===== config.mk =====
export PLATFORM = sky130hd
export DESIGN_NAME = mem_arb_flat
export DESIGN_NICKNAME = d
export VERILOG_FILES = /design/src/rtl/mem_arb_pkg.sv /design/src/rtl/mem_arb_if.sv /design/src/rtl/mem_arb_prio.sv /design/src/rtl/mem_arb.sv /design/src/flat_wrapper.sv
export SDC_FILE = /design/constraint.sdc
export NUM_CORES = 1
export LEC_CHECK = 0
export ABC_CLOCK_PERIOD_IN_PS = 6200
export CAP_MARGIN = 5
export CORE_ASPECT_RATIO = 0.75
export CORE_MARGIN = 2
export CORE_UTILIZATION = 48
export DETAILED_ROUTE_END_ITERATION = 6
export PLACE_DENSITY = 0.85
export SLEW_MARGIN = 20
export SYNTH_ARGS = -nofsm -noshare
export SYNTH_HDL_FRONTEND = slang
export SYNTH_HIERARCHICAL = 1
export SYNTH_SLANG_ARGS = --single-unit

===== constraint.sdc =====
create_clock -name clk -period 6.2 [get_ports clk]
set_clock_uncertainty 0.2 [all_clocks]
set_input_delay 1.24 -clock clk [delete_from_list [all_inputs] [get_ports clk]]
set_output_delay 1.24 -clock clk [all_outputs]
set_load 0.05 [all_outputs]

===== src/rtl/mem_arb_pkg.sv =====
// Shared definitions for the two-port memory arbiter: state encoding, owner IDs,
// the captured command record and the abort read value.
package mem_arb_pkg;
  localparam int IDLE  = 0;
  localparam int ISSUE = 1;
  localparam int WAIT  = 2;

  typedef enum logic [2:0] {
    S_IDLE  = 3'(1 << IDLE),
    S_ISSUE = 3'(1 << ISSUE),
    S_WAIT  = 3'(1 << WAIT)
  } state_t;

  localparam logic OWN_CPU = 1'b0;
  localparam logic OWN_DMA = 1'b1;

  localparam logic [7:0] RDATA_ERR = 8'hFF;

  typedef struct packed {
    logic        we;
    logic [15:0] addr;
    logic [7:0]  wdata;
  } cmd_t;
endpackage


===== src/rtl/mem_arb_if.sv =====
// Requester and memory-controller signals of the arbiter, bundled.
// slave = arbiter side, master = requesters plus controller side.
interface mem_arb_if;
  logic        cpu_req, cpu_we, cpu_gnt, cpu_done;
  logic [15:0] cpu_addr;
  logic [7:0]  cpu_wdata, cpu_rdata;
  logic        dma_req, dma_we, dma_gnt, dma_done;
  logic [15:0] dma_addr;
  logic [7:0]  dma_wdata, dma_rdata;
  logic        timeout;
  logic [15:0] mem_addr;
  logic [7:0]  mem_wdata, mem_rdata;
  logic        mem_read_en, mem_write_en, mem_busy, mem_done;

  modport slave (
    input  cpu_req, cpu_we, cpu_addr, cpu_wdata,
    input  dma_req, dma_we, dma_addr, dma_wdata,
    input  mem_busy, mem_done, mem_rdata,
    output cpu_gnt, cpu_done, cpu_rdata,
    output dma_gnt, dma_done, dma_rdata,
    output timeout, mem_addr, mem_wdata, mem_read_en, mem_write_en
  );

  modport master (
    output cpu_req, cpu_we, cpu_addr, cpu_wdata,
    output dma_req, dma_we, dma_addr, dma_wdata,
    output mem_busy, mem_done, mem_rdata,
    input  cpu_gnt, cpu_done, cpu_rdata,
    input  dma_gnt, dma_done, dma_rdata,
    input  timeout, mem_addr, mem_wdata, mem_read_en, mem_write_en
  );
endinterface


===== src/rtl/mem_arb_prio.sv =====
// Fixed CPU priority with a starvation bound: after STARVE_MAX CPU grants while
// DMA is waiting, DMA is forced to win the next arbitration.
module mem_arb_prio
  import mem_arb_pkg::*;
#(
  parameter int STARVE_MAX = 4
) (
  input  logic clk,
  input  logic reset,
  input  logic i_cpu_req,
  input  logic i_dma_req,
  input  logic i_gnt_evt,
  input  logic i_win,
  output logic o_win
);
  localparam logic [3:0] SMAX = 4'(STARVE_MAX);

  logic [3:0] r_starve;
  logic       w_starved;

  assign w_starved = (r_starve == SMAX);
  assign o_win     = (i_dma_req && (!i_cpu_req || w_starved)) ? OWN_DMA : OWN_CPU;

  // Any cycle without a DMA request breaks the streak.
  always_ff @(posedge clk or negedge reset) begin
    if (!reset) r_starve <= '0;
    else if (!i_dma_req || (i_gnt_evt && i_win == OWN_DMA)) r_starve <= '0;
    else if (i_gnt_evt && !w_starved) r_starve <= r_starve + 4'd1;
  end
endmodule


===== src/rtl/mem_arb.sv =====
// Two-port arbiter/sequencer in front of the memory controller: grant, one-cycle
// strobe, wait for completion (bounded by a watchdog), return done/rdata.
module mem_arb #(
  parameter int STARVE_MAX = 4,
  parameter int TIMEOUT    = 255
) (
  input  logic      clk,
  input  logic      reset,
  mem_arb_if.slave  bus
);
  import mem_arb_pkg::*;

  localparam logic [7:0] TO_LAST = 8'((TIMEOUT == 0) ? 0 : TIMEOUT - 1);
  localparam bit         TO_EN   = (TIMEOUT != 0);

  state_t      r_state, w_next;
  logic        r_owner, w_owner;
  cmd_t        r_cmd, w_cmd, w_sel;
  logic [7:0]  r_wd_cnt, w_wd_cnt;
  logic        r_cpu_gnt, r_dma_gnt, r_cpu_done, r_dma_done, r_timeout, r_rd_en, r_wr_en;
  logic        w_cpu_gnt, w_dma_gnt, w_cpu_done, w_dma_done, w_timeout, w_rd_en, w_wr_en;
  logic [7:0]  r_cpu_rdata, r_dma_rdata, w_cpu_rdata, w_dma_rdata;
  logic        w_gnt_evt, w_win, w_fin;
  logic [7:0]  w_fin_data;

  assign w_gnt_evt = r_state[IDLE] && !bus.mem_busy && (bus.cpu_req || bus.dma_req);

  mem_arb_prio #(.STARVE_MAX(STARVE_MAX)) u_prio (
    .clk       (clk),
    .reset     (reset),
    .i_cpu_req (bus.cpu_req),
    .i_dma_req (bus.dma_req),
    .i_gnt_evt (w_gnt_evt),
    .i_win     (w_win),
    .o_win     (w_win)
  );

  assign w_sel = (w_win == OWN_DMA) ? '{bus.dma_we, bus.dma_addr, bus.dma_wdata}
                                    : '{bus.cpu_we, bus.cpu_addr, bus.cpu_wdata};

  always_comb begin
    w_next      = r_state;
    w_owner     = r_owner;
    w_cmd       = r_cmd;
    w_wd_cnt    = r_wd_cnt;
    w_cpu_gnt   = 1'b0;
    w_dma_gnt   = 1'b0;
    w_cpu_done  = 1'b0;
    w_dma_done  = 1'b0;
    w_timeout   = 1'b0;
    w_rd_en     = 1'b0;
    w_wr_en     = 1'b0;
    w_cpu_rdata = r_cpu_rdata;
    w_dma_rdata = r_dma_rdata;
    w_fin       = 1'b0;
    w_fin_data  = bus.mem_rdata;
    unique case (r_state)
      S_IDLE: begin
        if (w_gnt_evt) begin
          w_next    = S_ISSUE;
          w_owner   = w_win;
          w_cmd     = w_sel;
          w_cpu_gnt = (w_win == OWN_CPU);
          w_dma_gnt = (w_win == OWN_DMA);
          w_rd_en   = !w_sel.we;
          w_wr_en   = w_sel.we;
        end
      end
      S_ISSUE: begin
        w_next   = S_WAIT;
        w_wd_cnt = '0;
      end
      S_WAIT: begin
        // Completion beats a watchdog expiry landing in the same cycle.
        if (bus.mem_done) begin
          w_fin = 1'b1;
        end else if (TO_EN && r_wd_cnt == TO_LAST) begin
          w_fin      = 1'b1;
          w_timeout  = 1'b1;
          w_fin_data = RDATA_ERR;
        end else begin
          w_wd_cnt = r_wd_cnt + 8'd1;
        end
      end
      default: w_next = S_IDLE;
    endcase
    if (w_fin) begin
      w_next     = S_IDLE;
      w_cpu_done = (r_owner == OWN_CPU);
      w_dma_done = (r_owner == OWN_DMA);
      if (!r_cmd.we) begin
        if (r_owner == OWN_CPU) w_cpu_rdata = w_fin_data;
        else                    w_dma_rdata = w_fin_data;
      end
    end
  end

  always_ff @(posedge clk or negedge reset) begin
    if (!reset) begin
      r_state     <= S_IDLE;
      r_owner     <= OWN_CPU;
      r_cmd       <= '0;
      r_wd_cnt    <= '0;
      r_cpu_gnt   <= 1'b0;
      r_dma_gnt   <= 1'b0;
      r_cpu_done  <= 1'b0;
      r_dma_done  <= 1'b0;
      r_timeout   <= 1'b0;
      r_rd_en     <= 1'b0;
      r_wr_en     <= 1'b0;
      r_cpu_rdata <= '0;
      r_dma_rdata <= '0;
    end else begin
      r_state     <= w_next;
      r_owner     <= w_owner;
      r_cmd       <= w_cmd;
      r_wd_cnt    <= w_wd_cnt;
      r_cpu_gnt   <= w_cpu_gnt;
      r_dma_gnt   <= w_dma_gnt;
      r_cpu_done  <= w_cpu_done;
      r_dma_done  <= w_dma_done;
      r_timeout   <= w_timeout;
      r_rd_en     <= w_rd_en;
      r_wr_en     <= w_wr_en;
      r_cpu_rdata <= w_cpu_rdata;
      r_dma_rdata <= w_dma_rdata;
    end
  end

  assign bus.cpu_gnt      = r_cpu_gnt;
  assign bus.dma_gnt      = r_dma_gnt;
  assign bus.cpu_done     = r_cpu_done;
  assign bus.dma_done     = r_dma_done;
  assign bus.cpu_rdata    = r_cpu_rdata;
  assign bus.dma_rdata    = r_dma_rdata;
  assign bus.timeout      = r_timeout;
  assign bus.mem_addr     = r_cmd.addr;
  assign bus.mem_wdata    = r_cmd.wdata;
  assign bus.mem_read_en  = r_rd_en;
  assign bus.mem_write_en = r_wr_en;
endmodule


===== src/flat_wrapper.sv =====
// flat-port wrapper written by rule: the top's interface ports become plain ports
module mem_arb_flat import mem_arb_pkg::*;
#(
  parameter int STARVE_MAX = 4,
  parameter int TIMEOUT    = 255
)
  (clk, reset, bus_cpu_req, bus_cpu_we, bus_cpu_addr, bus_cpu_wdata, bus_dma_req, bus_dma_we, bus_dma_addr, bus_dma_wdata, bus_mem_busy, bus_mem_done, bus_mem_rdata, bus_cpu_gnt, bus_cpu_done, bus_cpu_rdata, bus_dma_gnt, bus_dma_done, bus_dma_rdata, bus_timeout, bus_mem_addr, bus_mem_wdata, bus_mem_read_en, bus_mem_write_en);
  mem_arb_if bus_i ();
  input  logic clk;
  input  logic reset;
  input wire logic [$bits(bus_i.cpu_req)-1:0] bus_cpu_req;
  input wire logic [$bits(bus_i.cpu_we)-1:0] bus_cpu_we;
  input wire logic [$bits(bus_i.cpu_addr)-1:0] bus_cpu_addr;
  input wire logic [$bits(bus_i.cpu_wdata)-1:0] bus_cpu_wdata;
  input wire logic [$bits(bus_i.dma_req)-1:0] bus_dma_req;
  input wire logic [$bits(bus_i.dma_we)-1:0] bus_dma_we;
  input wire logic [$bits(bus_i.dma_addr)-1:0] bus_dma_addr;
  input wire logic [$bits(bus_i.dma_wdata)-1:0] bus_dma_wdata;
  input wire logic [$bits(bus_i.mem_busy)-1:0] bus_mem_busy;
  input wire logic [$bits(bus_i.mem_done)-1:0] bus_mem_done;
  input wire logic [$bits(bus_i.mem_rdata)-1:0] bus_mem_rdata;
  output wire logic [$bits(bus_i.cpu_gnt)-1:0] bus_cpu_gnt;
  output wire logic [$bits(bus_i.cpu_done)-1:0] bus_cpu_done;
  output wire logic [$bits(bus_i.cpu_rdata)-1:0] bus_cpu_rdata;
  output wire logic [$bits(bus_i.dma_gnt)-1:0] bus_dma_gnt;
  output wire logic [$bits(bus_i.dma_done)-1:0] bus_dma_done;
  output wire logic [$bits(bus_i.dma_rdata)-1:0] bus_dma_rdata;
  output wire logic [$bits(bus_i.timeout)-1:0] bus_timeout;
  output wire logic [$bits(bus_i.mem_addr)-1:0] bus_mem_addr;
  output wire logic [$bits(bus_i.mem_wdata)-1:0] bus_mem_wdata;
  output wire logic [$bits(bus_i.mem_read_en)-1:0] bus_mem_read_en;
  output wire logic [$bits(bus_i.mem_write_en)-1:0] bus_mem_write_en;
  assign bus_i.cpu_req = bus_cpu_req;
  assign bus_i.cpu_we = bus_cpu_we;
  assign bus_i.cpu_addr = bus_cpu_addr;
  assign bus_i.cpu_wdata = bus_cpu_wdata;
  assign bus_i.dma_req = bus_dma_req;
  assign bus_i.dma_we = bus_dma_we;
  assign bus_i.dma_addr = bus_dma_addr;
  assign bus_i.dma_wdata = bus_dma_wdata;
  assign bus_i.mem_busy = bus_mem_busy;
  assign bus_i.mem_done = bus_mem_done;
  assign bus_i.mem_rdata = bus_mem_rdata;
  assign bus_cpu_gnt = bus_i.cpu_gnt;
  assign bus_cpu_done = bus_i.cpu_done;
  assign bus_cpu_rdata = bus_i.cpu_rdata;
  assign bus_dma_gnt = bus_i.dma_gnt;
  assign bus_dma_done = bus_i.dma_done;
  assign bus_dma_rdata = bus_i.dma_rdata;
  assign bus_timeout = bus_i.timeout;
  assign bus_mem_addr = bus_i.mem_addr;
  assign bus_mem_wdata = bus_i.mem_wdata;
  assign bus_mem_read_en = bus_i.mem_read_en;
  assign bus_mem_write_en = bus_i.mem_write_en;
  mem_arb #(.STARVE_MAX(STARVE_MAX), .TIMEOUT(TIMEOUT)) u_core (.clk(clk), .reset(reset), .bus(bus_i));
endmodule

; Yosys cells after proc, flatten, opt, wreduce, memory -nomap -nowiden
; Index checks and enable logic that the tools add are counted.
[totals]
register_bits = 64
latch_bits = 0
ramBits = 0
romBits = 0
input_bits = 64
out_inout_bits = 47
n_memories = 0
[classes]
n_addsub = 2
mul = 0
n_div = 0
magnitude_cmp = 0
n_eq_ne = 9
n_shift = 0
mux = 28
bitwise = 3
n_reduce_logical = 20
[ops]
columns = operator, n
row1 = 8-bit 2-to-1 mux, 5
row2 = 25-bit 2-to-1 mux, 1
row3 = 1-bit 2-to-1 mux, 16
row4 = 8-bit one-hot mux with 2 select lines, 1
row5 = 3-bit one-hot mux with 3 select lines, 1
row6 = 3-bit AND reduction, 3
row7 = "8-bit by 1-bit adder with 8-bit output, second input constant", 1
row8 = "8-bit equality test, second input constant", 1
row9 = 4-bit 2-to-1 mux, 2
row10 = 3-bit 2-to-1 mux, 2
row11 = 1-bit logical AND, 5
row12 = 1-bit zero test, 5
row13 = "4-bit by 1-bit adder with 4-bit output, second input constant", 1
row14 = "4-bit by 3-bit equality test with 1-bit output, second input constant", 1
row15 = "2-bit inequality test, second input constant", 2
row16 = 2-bit AND reduction, 2
row17 = 2-bit nonzero test, 2
row18 = "3-bit by 1-bit equality test with 1-bit output, second input constant", 1
row19 = "3-bit by 2-bit equality test with 1-bit output, second input constant", 1
row20 = "3-bit equality test, second input constant", 1
row21 = 1-bit logical OR, 3
row22 = "3-bit by 2-bit inequality test with 1-bit output, second input constant", 1
row23 = 1-bit NOT, 3
row24 = "2-bit by 1-bit inequality test with 1-bit output, second input constant", 1

; Longest topological paths before layout
; Gate-level depths: netlist (run 1).
[logic_depth]
ltp_word = 8
depth_mapped = 8
mapped_depth_nobuf = 7

; Modules after synthesis
; Netlist (run 1), hierarchy kept.
[modules_own_cells]
columns = module, instances, cells_each, area_per_inst_um2, seq_area_each_um2
row1 = mem_arb, 1, 255, 2811.4, 1502.7
row2 = mem_arb_prio, 1, 28, 247.7, 100.1

; Worst setup path before layout (run 1)
; No wires, ideal clock.
[synth_path]
kind = input-to-reg
from = input port bus_dma_req
to = register u_core.r_cmd, in the netlist u_core/bus.mem_addr[12]
setup_time_ns = 0.137
arrival_ns = 2.477
path_slack_ns = 3.387
path_stages = 5
n_path_buf = 2
cell_sequence = a21boi_0 buf_2 buf_1 mux2i_1 a21oi_1
[synth_via]
elab_chain_cells = 3
word_cells_on_any_way = 6
cone_classes = mux: 2 / reduce/logical: 4
[synth_rtl]
columns = element, line
row1 = start: declaration, flat_wrapper.sv:15  ; input wire logic [$bits(bus_i.dma_req)-1:0] bus_dma_req;
row2 = 1-bit logical AND / 1-bit logical OR (equally long branches), "mem_arb_prio.sv:22, mem_arb.sv:26"
row3 = 1-bit 2-to-1 mux / 1-bit logical AND (equally long branches), "mem_arb_prio.sv:22, mem_arb.sv:26"
row4 = 25-bit 2-to-1 mux / 2-bit AND reduction (equally long branches), n/a
row5 = end signal: assignment, mem_arb.sv:116  ; r_cmd <= w_cmd;
row6 = end: declaration, mem_arb.sv:18  ; cmd_t r_cmd, w_cmd, w_sel;
; Several ways; a longest one is shown, not always the timed one.
; A chain may end at the register's enable or synchronous reset.

; Worst setup path after layout (run 1)
[layout_path]
from = input port bus_cpu_req
to = register u_core.u_prio.r_starve[3]
[layout_via]
word_cells_on_any_way = 11
cone_classes = mux: 2 / reduce/logical: 9
[layout_rtl]
columns = element, line
row1 = start: declaration, flat_wrapper.sv:11  ; input wire logic [$bits(bus_i.cpu_req)-1:0] bus_cpu_req;
row2 = 1-bit logical OR *, mem_arb.sv:26  ; assign w_gnt_evt = r_state[IDLE] && !bus.mem_busy && (bus.cpu_req || bus.dma_req);
row3 = 1-bit logical AND *, mem_arb.sv:26
row4 = via u_core.w_gnt_evt, mem_arb.sv:23  ; logic w_gnt_evt, w_win, w_fin;
row5 = 1-bit logical AND, mem_arb_prio.sv:27  ; else if (!i_dma_req || (i_gnt_evt && i_win == OWN_DMA)) r_starve <= '0;
row6 = 1-bit logical OR, mem_arb_prio.sv:27
row7 = 4-bit 2-to-1 mux / 2-bit nonzero test (equally long branches), n/a
row8 = end signal: assignment, mem_arb_prio.sv:28  ; else if (i_gnt_evt && !w_starved) r_starve <= r_starve + 4'd1;
row9 = end: declaration, mem_arb_prio.sv:18  ; logic [3:0] r_starve;
; The timed path passes the listed nets; every way through them passes the cells marked *.

==> reports/qor.txt, run 1 <==
final setup violating endpoints -> 0
vias in the first global route -> 2283
clock network power share -> 18.7%
Multi-input gate area -> 1220 um2
Hold Path Class -> flop to flop
die width -> 96.19 um
MaxCap Viol Count -> 0
synthesis-to-layout area growth -> 38.94%
mapped cell area -> 3059 um2
total CTS buffers -> 9
I/O pin count -> 111
outcome -> finished clean
peak supply drop -> 211.1 uV
Fillers -> 468
Total Routed Length -> 6842 um
GRT overflow -> 0
DR pass1 iterations -> 6
Worst-Skew Late Latency -> 0.32 ns
period utilization -> 49.91%
RSZ-0062 raised after global routing -> no
max_slew headroom -> 47.93%
Crit. End Element -> flop
GR Layer Usage met3 -> 4.959%
H-tree depth -> 3
switching pwr -> 0.7216 mW
Worst-Margin Slew -> 0.7810 ns
vias per cell -> 5.129
Reg power frac -> 35.9%
most frequent cells in the layout -> 109 x clkdlybuf4s50_1, 63 x dfrtp_1, 42 x nor2_1
CP max FO -> 7
vias -> 2339
Post-DRT Antenna Nets -> 0
port buffer count -> 110
Final nets -> 438
Worst Path Arrival -> 3.15 ns
CTS root buf -> clkbuf_8
share of layout cells above drive strength 1 -> 7.467%
post-synthesis cell type count -> 42
sequential area share after synthesis -> 52.39%
Syn Area/Cell -> 10.81 um2
internal power -> 0.9882 mW
Ys Warns -> 6
max-slew violations -> 0
Post-synth EDFFs -> 0
initial antenna violation count -> 0
post-CTS resize count -> 0
Synth Register Bits -> 64
Row Count -> 25
Remaining DRCs -> 0
GRT Max-Usage Layer -> met2
diode count -> 0
ys async rst share -> 100.0%
Die Y -> 73.14 um
Setup Buffers After CTS -> 0
Combinational Power Share -> 45.4%
Synth Flop Type -> dfrtp_1
crit start category -> input port
Final Wtd Congestion -> 0.8547
CTS tree -> done
post-synth net total -> 351
first-pass GRT wire length -> 10650 um
most common cell after layout, fill and taps aside -> clkdlybuf4s50_1
clk slew on worst S/H paths -> 0.06 ns
Seq. cell area -> 1603 um2
required time of the critical path -> 6.26 ns
Hold Vio Cnt, Final -> 0
DR WL/cell -> 15.00 um
hpwl dp -> 5032 um
Total Routing Usage GR -> 19.89%
P per Cell Area -> 402.3 nW/um2
Clock Path Buffers -> 2
Placeable Area -> 6225 um2
M1 GR Usage -> 26.57%
1st-iter DRT viols -> 103
crit path kind -> input port to flop
TNS Setup -> 0 ns
Initial Util -> 49.15%
minimum period implied by the final worst setup slack -> 3.095 ns
Mapped Cells -> 283
top-area cell type share of the netlist area -> 51.53%
largest net degree at the start of global routing -> 65
Power Total -> 1.710 mW
fmax -> 323.1 MHz
clk sinks -> 64
Die ar. -> 7034 um2
Hold Buf Count CTS -> 0
largest cells by area after synthesis -> dfrtp_1 52%, mux2i_1 8.8%, buf_4 5.9%
met2 usage -> 32.56%
Synth area leader -> dfrtp_1
sw frac -> 42.20%
Leak Pwr -> 1.781 nW
-- kinds of logic after synthesis --
family                     count (synthesis)  synth area share (%)
buffers and inverters                     43                 8.589
muxes                                     29                 9.571
AOI/OAI and AO/OA                         55                 11.98
xor gates and xnor gates                   3                0.8591
and+or+nand+nor                           85                 14.97
DFF                                       64                 52.39
adders and majority gates                  4                 1.636
-- cells in the mapped netlist, types with 4 or more instances --
library cell	number
mux2i_1	27
a21oi_1	29
nand2_1	9
nor2_1	42
o32a_1	8
o21ai_0	4
clkbuf_1	7
buf_4	24
inv_1	6
dfrtp_1	63
a2bb2oi_1	8
ha_1	4
nand3_1	5
-- routing by layer --
metal,part of all wire (%),up-vias,wire [um]
met5,0,-,0
met4,1.1,0,78
met3,6.1,8,417
met2,49,73,3320
met1,44,1109,3025
li1,-,1149,-
-- worst paths after layout --
kind	end	from	slack (ns)	cells past startpoint
worst min-delay path	u_core/bus.dma_rdata[5]$_DFFE_PN0P_	u_core/bus.dma_rdata[5]$_DFFE_PN0P_	0.30	1
min in group asynchronous	u_core/bus.mem_addr[12]$_DFFE_PN0P_	reset	0.88	2
worst max-delay path	u_core/u_prio/r_starve[3]$_DFFE_PN0P_	bus_cpu_req	3.11	6
max in group asynchronous	u_core/u_prio/r_starve[0]$_DFFE_PN0P_	reset	4.41	2
worst max register to register	u_core/r_cmd[24]$_DFFE_PN0P_	u_core/u_prio/r_starve[0]$_DFFE_PN0P_	3.82	8
worst min register to register	u_core/bus.dma_rdata[5]$_DFFE_PN0P_	u_core/bus.dma_rdata[5]$_DFFE_PN0P_	0.30	1
-- critical path: stages --
cell             delay, ns
clkdlybuf4s50_1       0.53
nor2_1                0.10
nor3b_1               0.61
nand4_1               0.21
or3_1                 0.35
a21oi_2               0.11
-- sequential cells by signal (all words and copies together) (netlist names) --
name,count
u_core/bus.dma_rdata,8
u_core/bus.dma_done,1
u_core/bus.mem_write_en,1
u_core/r_cmd,1
u_core/bus.mem_wdata,8
u_core/bus.mem_read_en,1
u_core/bus.timeout,1
u_core/r_owner,1
u_core/bus.mem_addr,16
u_core/bus.dma_gnt,1
u_core/u_prio/r_starve,4
u_core/bus.cpu_done,1
u_core/r_wd_cnt,8
u_core/bus.cpu_gnt,1
u_core/bus.cpu_rdata,8
u_core/r_state,3
-- cell type report --
| type | instances | share of cell area, % |
|---|---|---|
| clock inverter | 2 | 0.2944 |
| inverter | 6 | 0.5299 |
| tap | 81 | 2.384 |
| clock buffer | 14 | 4.062 |
| multi-input combinational | 176 | 28.70 |
| timing repair buffer | 113 | 26.32 |
| sequential | 64 | 37.71 |
-- through the flow --
step / cells / instance area, um2 / utilization [%] / worst slack [ns] / hold WS [ns]
after detailed placement: 440 / 4065 / 65.31 / 2.769 / 0.2870
after CTS: 456 / 4250 / 68.28 / 3.125 / 0.3017
after global placement: 440 / 4065 / 65.31 / 2.888 / 0.2805
final: 456 / 4250 / 68.28 / 3.105 / 0.2988
after floorplan: 283 / 3059 / - / 3.387 / 0.2642
after global routing: 456 / 4250 / 68.28 / 2.969 / 0.3112
-- power groups by stage --
stage / combinational (mW) / sequential [mW] / clock, mW
6_report: 0.777 / 0.613 / 0.320
5_1_grt: 0.818 / 0.629 / 0.351
4_1_cts: 0.782 / 0.614 / 0.330
3_5_place_dp: 0.782 / 0.619 / 0
3_3_place_gp: 0.766 / 0.615 / 0
2_1_floorplan: 0.522 / 0.687 / 0
Power figures use the tool's default switching activity.
==> inputs of run 2 (changes only) <==
ABC_CLOCK_PERIOD_IN_PS = 3100   (was 6200)
CORE_UTILIZATION = 45   (was 48)
PLACE_DENSITY = 0.81   (was 0.85)
clock period = 3.1 ns   (was 6.2 ns; I/O delays follow)
==> reports/qor.txt, run 2 (synthesis results as in run 1) <==
outcome -> finished clean
DR WL/cell -> 15.17 um (+1.1%)
crit start category -> input port
Die ar. -> 7481 um2 (+6.3%)
fmax -> 416.8 MHz
post-CTS resize count -> 0 (unchanged)
DP Area -> 4113 um2 (+1.2%)
Initial Util -> 47.48% (-1.7 points)
required time of the critical path -> 3.16 ns (-3.10 ns)
final worst slack -> 0.7006 ns (-2.405 ns)
Hold Path Class -> input port to async pin
GRT overflow -> 0 (unchanged)
Total Routing Usage GR -> 19.33% (-0.56 points)
vias -> 2397 (+2.5%)
clock network power share -> 22.1% (+3.4 points)
most common cell after layout, fill and taps aside -> clkdlybuf4s50_1
internal power -> 2.125 mW (+120%)
Hold Vio Cnt, Final -> 0 (unchanged)
CP bufs+invs -> 1 (unchanged)
Worst Path Arrival -> 2.45 ns (-0.70 ns)
Hold Buf Count CTS -> 0 (unchanged)
max-slew violations -> 0 (unchanged)
vias per cell -> 5.234 (+2.0%)
worst path cell trace -> clkdlybuf4s50_1, nor4b_4, o21ai_0, or4_1, a21oi_1
Placeable Area -> 6444 um2 (+3.5%)
Final Wtd Congestion -> 0.8451 (-1.1%)
Worst-Skew Late Latency -> 0.34 ns (+0.02 ns)
Clock Path Buffers -> 2 (unchanged)
CP top delay family -> simple AND/OR/NAND/NOR gates
port buffer count -> 110 (unchanged)
clk slew on worst S/H paths -> 0.07 ns (about the same)
Power Total -> 3.590 mW (+110%)
pre-CTS WS -> 0.3669 ns (-2.402 ns)
vias in the first global route -> 2271 (-0.53%)
Crit. End Element -> flop
DR pass1 iterations -> 4 (-2)
clk sinks -> 64 (unchanged)
CTS tree -> done
final core occ -> 67.24% (-1.0 points)
Leak Pwr -> 1.823 nW (+2.3%)
crit path kind -> input port to flop
CTS root buf -> clkbuf_8
peak supply drop -> 506.9 uV (+140%)
final setup violating endpoints -> 0 (unchanged)
Final nets -> 441 (+0.68%)
die width -> 99.21 um (+3.1%)
Placed Instances -> 443 (+0.68%)
Worst-Margin Slew -> 0.6374 ns (-0.1436 ns)
Reg power frac -> 34.2% (-1.7 points)
Row Count -> 25 (unchanged)
Slowest-stage cell, CP -> or4_1
share of layout cells above drive strength 1 -> 8.223% (+0.76 points)
I/O pin count -> 111 (unchanged)
1st-iter DRT viols -> 125 (+21%)
final hold slack -> 0.1080 ns (-0.1908 ns)
RSZ-0062 raised after global routing -> no
Remaining DRCs -> 0 (unchanged)
P per Cell Area -> 828.4 nW/um2 (+110%)
H-tree depth -> 3 (unchanged)
max_slew headroom -> 57.42% (+9.5 points)
period utilization -> 77.40%
minimum period implied by the final worst setup slack -> 2.399 ns
total CTS buffers -> 9 (unchanged)
Combinational Power Share -> 43.7% (-1.7 points)
fin cells -> 458 (+0.44%)
first-pass GRT wire length -> 11110 um (+4.3%)
sw frac -> 40.79% (-1.4 points)
CP max FO -> 6 (-1)
Max stage delay on crit path -> 0.53 ns (-0.08 ns)
switching pwr -> 1.464 mW (+100%)
most frequent cells in the layout -> 109 x clkdlybuf4s50_1, 63 x dfrtp_1, 42 x nor2_1
Final Cell Area -> 4333 um2 (+1.9%)
diode count -> 0 (unchanged)
Largest register FFs -> 16 (unchanged)
initial antenna violation count -> 0 (unchanged)
Die Y -> 75.41 um (+3.1%)
hpwl dp -> 5085 um (+1.1%)
TNS Setup -> 0 ns (unchanged)
Total Routed Length -> 6946 um (+1.5%)
largest net degree at the start of global routing -> 56 (-14%)
MaxCap Viol Count -> 0 (unchanged)
synthesis-to-layout area growth -> 41.64%
Setup Buffers After CTS -> 0 (unchanged)
Post-DRT Antenna Nets -> 0 (unchanged)
## run 2: cell count changes in the layout (fill, tap and decap cells not counted)
cell and change:
buf_12 +2, bufinv_16 +2, buf_4 +1, clkbuf_1 -1, clkbuf_8 -1, clkinvlp_4 -1
## run 2: power by group through the flow
stage                     clock network [mW]  registers [mW]  logic (mW)
after detailed placement                   0            1.24        1.58
after global routing                   0.842            1.27        1.65
after global placement                     0            1.23        1.55
after CTS                              0.810            1.23        1.58
final                                  0.792            1.23        1.57
after floorplan                            0            1.37        1.04
## run 2: area by class of cell
| class | instances | area [um2] |
|---|---|---|
| clock buffer | 12 | 155.1 |
| clock inverter | 3 | 65.06 |
| fill | 488 | 2111 |
| inverter | 6 | 22.52 |
| multi-input combinational | 176 | 1220 |
| sequential | 64 | 1603 |
| tap | 81 | 101.3 |
| timing repair buffer | 116 | 1166 |
## run 2: routing by layer
| metal | wire length (um) | global-route usage, % | share of wire (%) | vias up |
|---|---|---|---|---|
| met4 | 50 | 5.175 | 0.72 | 0 |
| li1 | - | - | - | 1150 |
| met1 | 2859 | 24.37 | 41 | 1157 |
| met5 | 0 | 0 | 0 | - |
| met2 | 3547 | 32.73 | 51 | 86 |
| met3 | 488 | 6.514 | 7.0 | 4 |
## run 2: worst reg2reg max path: cells and delay by family, from the launching register on
kind	cells	cell delay, ns
and+or+nand+nor	3	1.45
DFF	1	0.43
AOI/OAI and AO/OA	1	0.22
## run 2: path summary, 6_finish.rpt
| check | start | endpoint | slack [ns] | depth (start not counted) |
|---|---|---|---|---|
| max | bus_mem_done | u_core/r_wd_cnt[5]$_DFFE_PN0P_ | 0.70 | 5 |
| min | reset | u_core/bus.mem_addr[7]$_DFFE_PN0P_ | 0.11 | 2 |
| max reg2reg | u_core/r_state[1]$_DFFE_PN0P_ | u_core/bus.cpu_rdata[1]$_DFFE_PN0P_ | 0.72 | 4 |
| min reg2reg | u_core/bus.dma_rdata[7]$_DFFE_PN0P_ | u_core/bus.dma_rdata[7]$_DFFE_PN0P_ | 0.30 | 1 |
| max in group asynchronous | reset | u_core/r_state[0]$_DFFE_PN1P_ | 2.26 | 2 |
| min in group clk | u_core/bus.dma_rdata[7]$_DFFE_PN0P_ | u_core/bus.dma_rdata[7]$_DFFE_PN0P_ | 0.30 | 1 |
==> inputs of run 3 (changes only) <==
ABC_CLOCK_PERIOD_IN_PS = 2250   (was 3100)
clock period = 2.25 ns   (was 3.1 ns; I/O delays follow)
==> reports/qor.txt, run 3 (synthesis results as in run 1) <==
CP bufs+invs -> 1 (unchanged)
required time of the critical path -> 1.60 ns (-1.56 ns)
Power Total -> 5.010 mW (+40%)
final setup violating endpoints -> 0 (unchanged)
crit path kind -> flop to output port
initial antenna violation count -> 0 (unchanged)
fin cells -> 475 (+3.7%)
switching pwr -> 2.056 mW (+40%)
first-pass GRT wire length -> 11520 um (+3.7%)
share of layout cells above drive strength 1 -> 11.93% (+3.7 points)
Max stage delay on crit path -> 0.82 ns (+0.29 ns)
Die Y -> 75.41 um (unchanged)
Worst Path Arrival -> 1.53 ns (-0.92 ns)
DR pass1 iterations -> 4 (unchanged)
Final nets -> 457 (+3.6%)
clk sinks -> 64 (unchanged)
hpwl dp -> 5620 um (+11%)
clk slew on worst S/H paths -> 0.07 ns (about the same)
Multi-input gate area -> 1220 um2 (unchanged)
max_slew headroom -> 64.05% (+6.6 points)
Setup Buffers After CTS -> 0 (unchanged)
CP top delay family -> buffers and inverters
vias in the first global route -> 2422 (+6.6%)
GRT overflow -> 0 (unchanged)
Worst-Margin Slew -> 0.5380 ns (-0.09940 ns)
vias -> 2470 (+3.0%)
worst path cell trace -> clkdlybuf4s50_1
Leak Pwr -> 1.908 nW (+4.7%)
Total Routed Length -> 7425 um (+6.9%)
H-tree depth -> 3 (unchanged)
most common cell after layout, fill and taps aside -> clkdlybuf4s50_1
P per Cell Area -> 1115 nW/um2 (+35%)
DR WL/cell -> 15.63 um (+3.1%)
clock network power share -> 21.6% (-0.5 points)
TNS Setup -> 0 ns (unchanged)
die width -> 99.21 um (unchanged)
Remaining DRCs -> 0 (unchanged)
Post-DRT Antenna Nets -> 0 (unchanged)
1st-iter DRT viols -> 106 (-15%)
Row Count -> 25 (unchanged)
Initial Util -> 47.48% (unchanged)
peak supply drop -> 640.1 uV (+26%)
Die ar. -> 7481 um2 (unchanged)
post-CTS resize count -> 0 (unchanged)
Worst-Skew Late Latency -> 0.34 ns (about the same)
Fillers -> 473 (-3.1%)
CP max FO -> 2 (-4)
Placeable Area -> 6444 um2 (unchanged)
MaxCap Viol Count -> 0 (unchanged)
largest net degree at the start of global routing -> 27 (-52%)
CTS root buf -> clkbuf_8
Combinational Power Share -> 44.7% (+1.0 points)
Seq. cell area -> 1603 um2 (unchanged)
synthesis-to-layout area growth -> 46.91%
Hold Buf Count CTS -> 1 (+1)
total CTS buffers -> 9 (unchanged)
Hold Path Class -> flop to flop
I/O pin count -> 111 (unchanged)
RSZ-0062 raised after global routing -> no
Final Wtd Congestion -> 0.8327 (-1.5%)
Slowest-stage cell, CP -> clkdlybuf4s50_1
port buffer count -> 110 (unchanged)
minimum period implied by the final worst setup slack -> 2.179 ns
most frequent cells in the layout -> 109 x clkdlybuf4s50_1, 63 x dfrtp_1, 42 x nor2_1
CTS tree -> done
Clock Path Buffers -> 2 (unchanged)
Total Routing Usage GR -> 19.97% (+0.64 points)
crit start category -> flop
internal power -> 2.954 mW (+39%)
Crit. End Element -> output port
Hold Vio Cnt, Final -> 0 (unchanged)
fmax -> 458.8 MHz
sw frac -> 41.04% (+0.25 points)
period utilization -> 96.86%
Placed Instances -> 458 (+3.4%)
final hold slack -> 0.3014 ns (+0.1934 ns)
vias per cell -> 5.200 (-0.64%)
outcome -> finished clean
diode count -> 0 (unchanged)
max-slew violations -> 0 (unchanged)
Reg power frac -> 33.7% (-0.5 points)
Largest register FFs -> 16 (unchanged)
==> run 3: cell types whose count changed in the layout (fill, tap and decap cells not counted), sizes merged <==
cell,change
buf,+15
clkinvlp,+2
clkbuf,-1
dlygate4sd3,+1
==> run 3: path summary, 6_finish.rpt <==
path / start / to / slack, ns / cells past startpoint
min in group asynchronous: reset / u_core/bus.mem_addr[5]$_DFFE_PN0P_ / 0.40 / 2
max: u_core/bus.mem_addr[9]$_DFFE_PN0P_ / bus_mem_addr[9] / 0.07 / 1
min reg2reg: u_core/bus.dma_rdata[7]$_DFFE_PN0P_ / u_core/bus.dma_rdata[7]$_DFFE_PN0P_ / 0.30 / 1
max in group asynchronous: reset / u_core/r_wd_cnt[3]$_DFFE_PN0P_ / 0.90 / 3
min: u_core/bus.dma_rdata[7]$_DFFE_PN0P_ / u_core/bus.dma_rdata[7]$_DFFE_PN0P_ / 0.30 / 1
max reg2reg: u_core/u_prio/r_starve[0]$_DFFE_PN0P_ / u_core/bus.mem_addr[12]$_DFFE_PN0P_ / 0.13 / 7
==> run 3: per-layer routing <==
metal | routed length (um) | vias up | GRT usage (%)
li1 | - | 1183 | -
met1 | 3018 | 1186 | 24.00
met2 | 3805 | 89 | 34.61
met3 | 475 | 12 | 6.147
met4 | 125 | 0 | 7.610
met5 | 0 | - | 0
==> run 3: through the flow <==
step | worst slack, ns | utilization (%) | instance area (um2)
after floorplan | 0.0005347 | - | 3060
after global placement | 0.02800 | 66.16 | 4263
after detailed placement | -0.02377 | 66.16 | 4263
after CTS | 0.04333 | 69.75 | 4494
after global routing | 0.01436 | 69.75 | 4494
final | 0.07062 | 69.75 | 4494
==> run 3: power by group through the flow <==
stage	Clock, mW	Combinational [mW]	Sequential (mW)
6_report	1.08	2.24	1.69
5_1_grt	1.15	2.35	1.74
4_1_cts	1.11	2.26	1.69
3_5_place_dp	0	2.24	1.70
3_3_place_gp	0	2.20	1.69
2_1_floorplan	0	1.44	1.89
==> run 3: final cells by class <==
| class | instances | area share [%] |
|---|---|---|
| clock buffer | 11 | 3.146 |
| clock inverter | 5 | 1.782 |
| inverter | 6 | 0.5011 |
| multi-input combinational | 176 | 27.14 |
| sequential | 64 | 35.66 |
| tap | 81 | 2.255 |
| timing repair buffer | 132 | 29.51 |
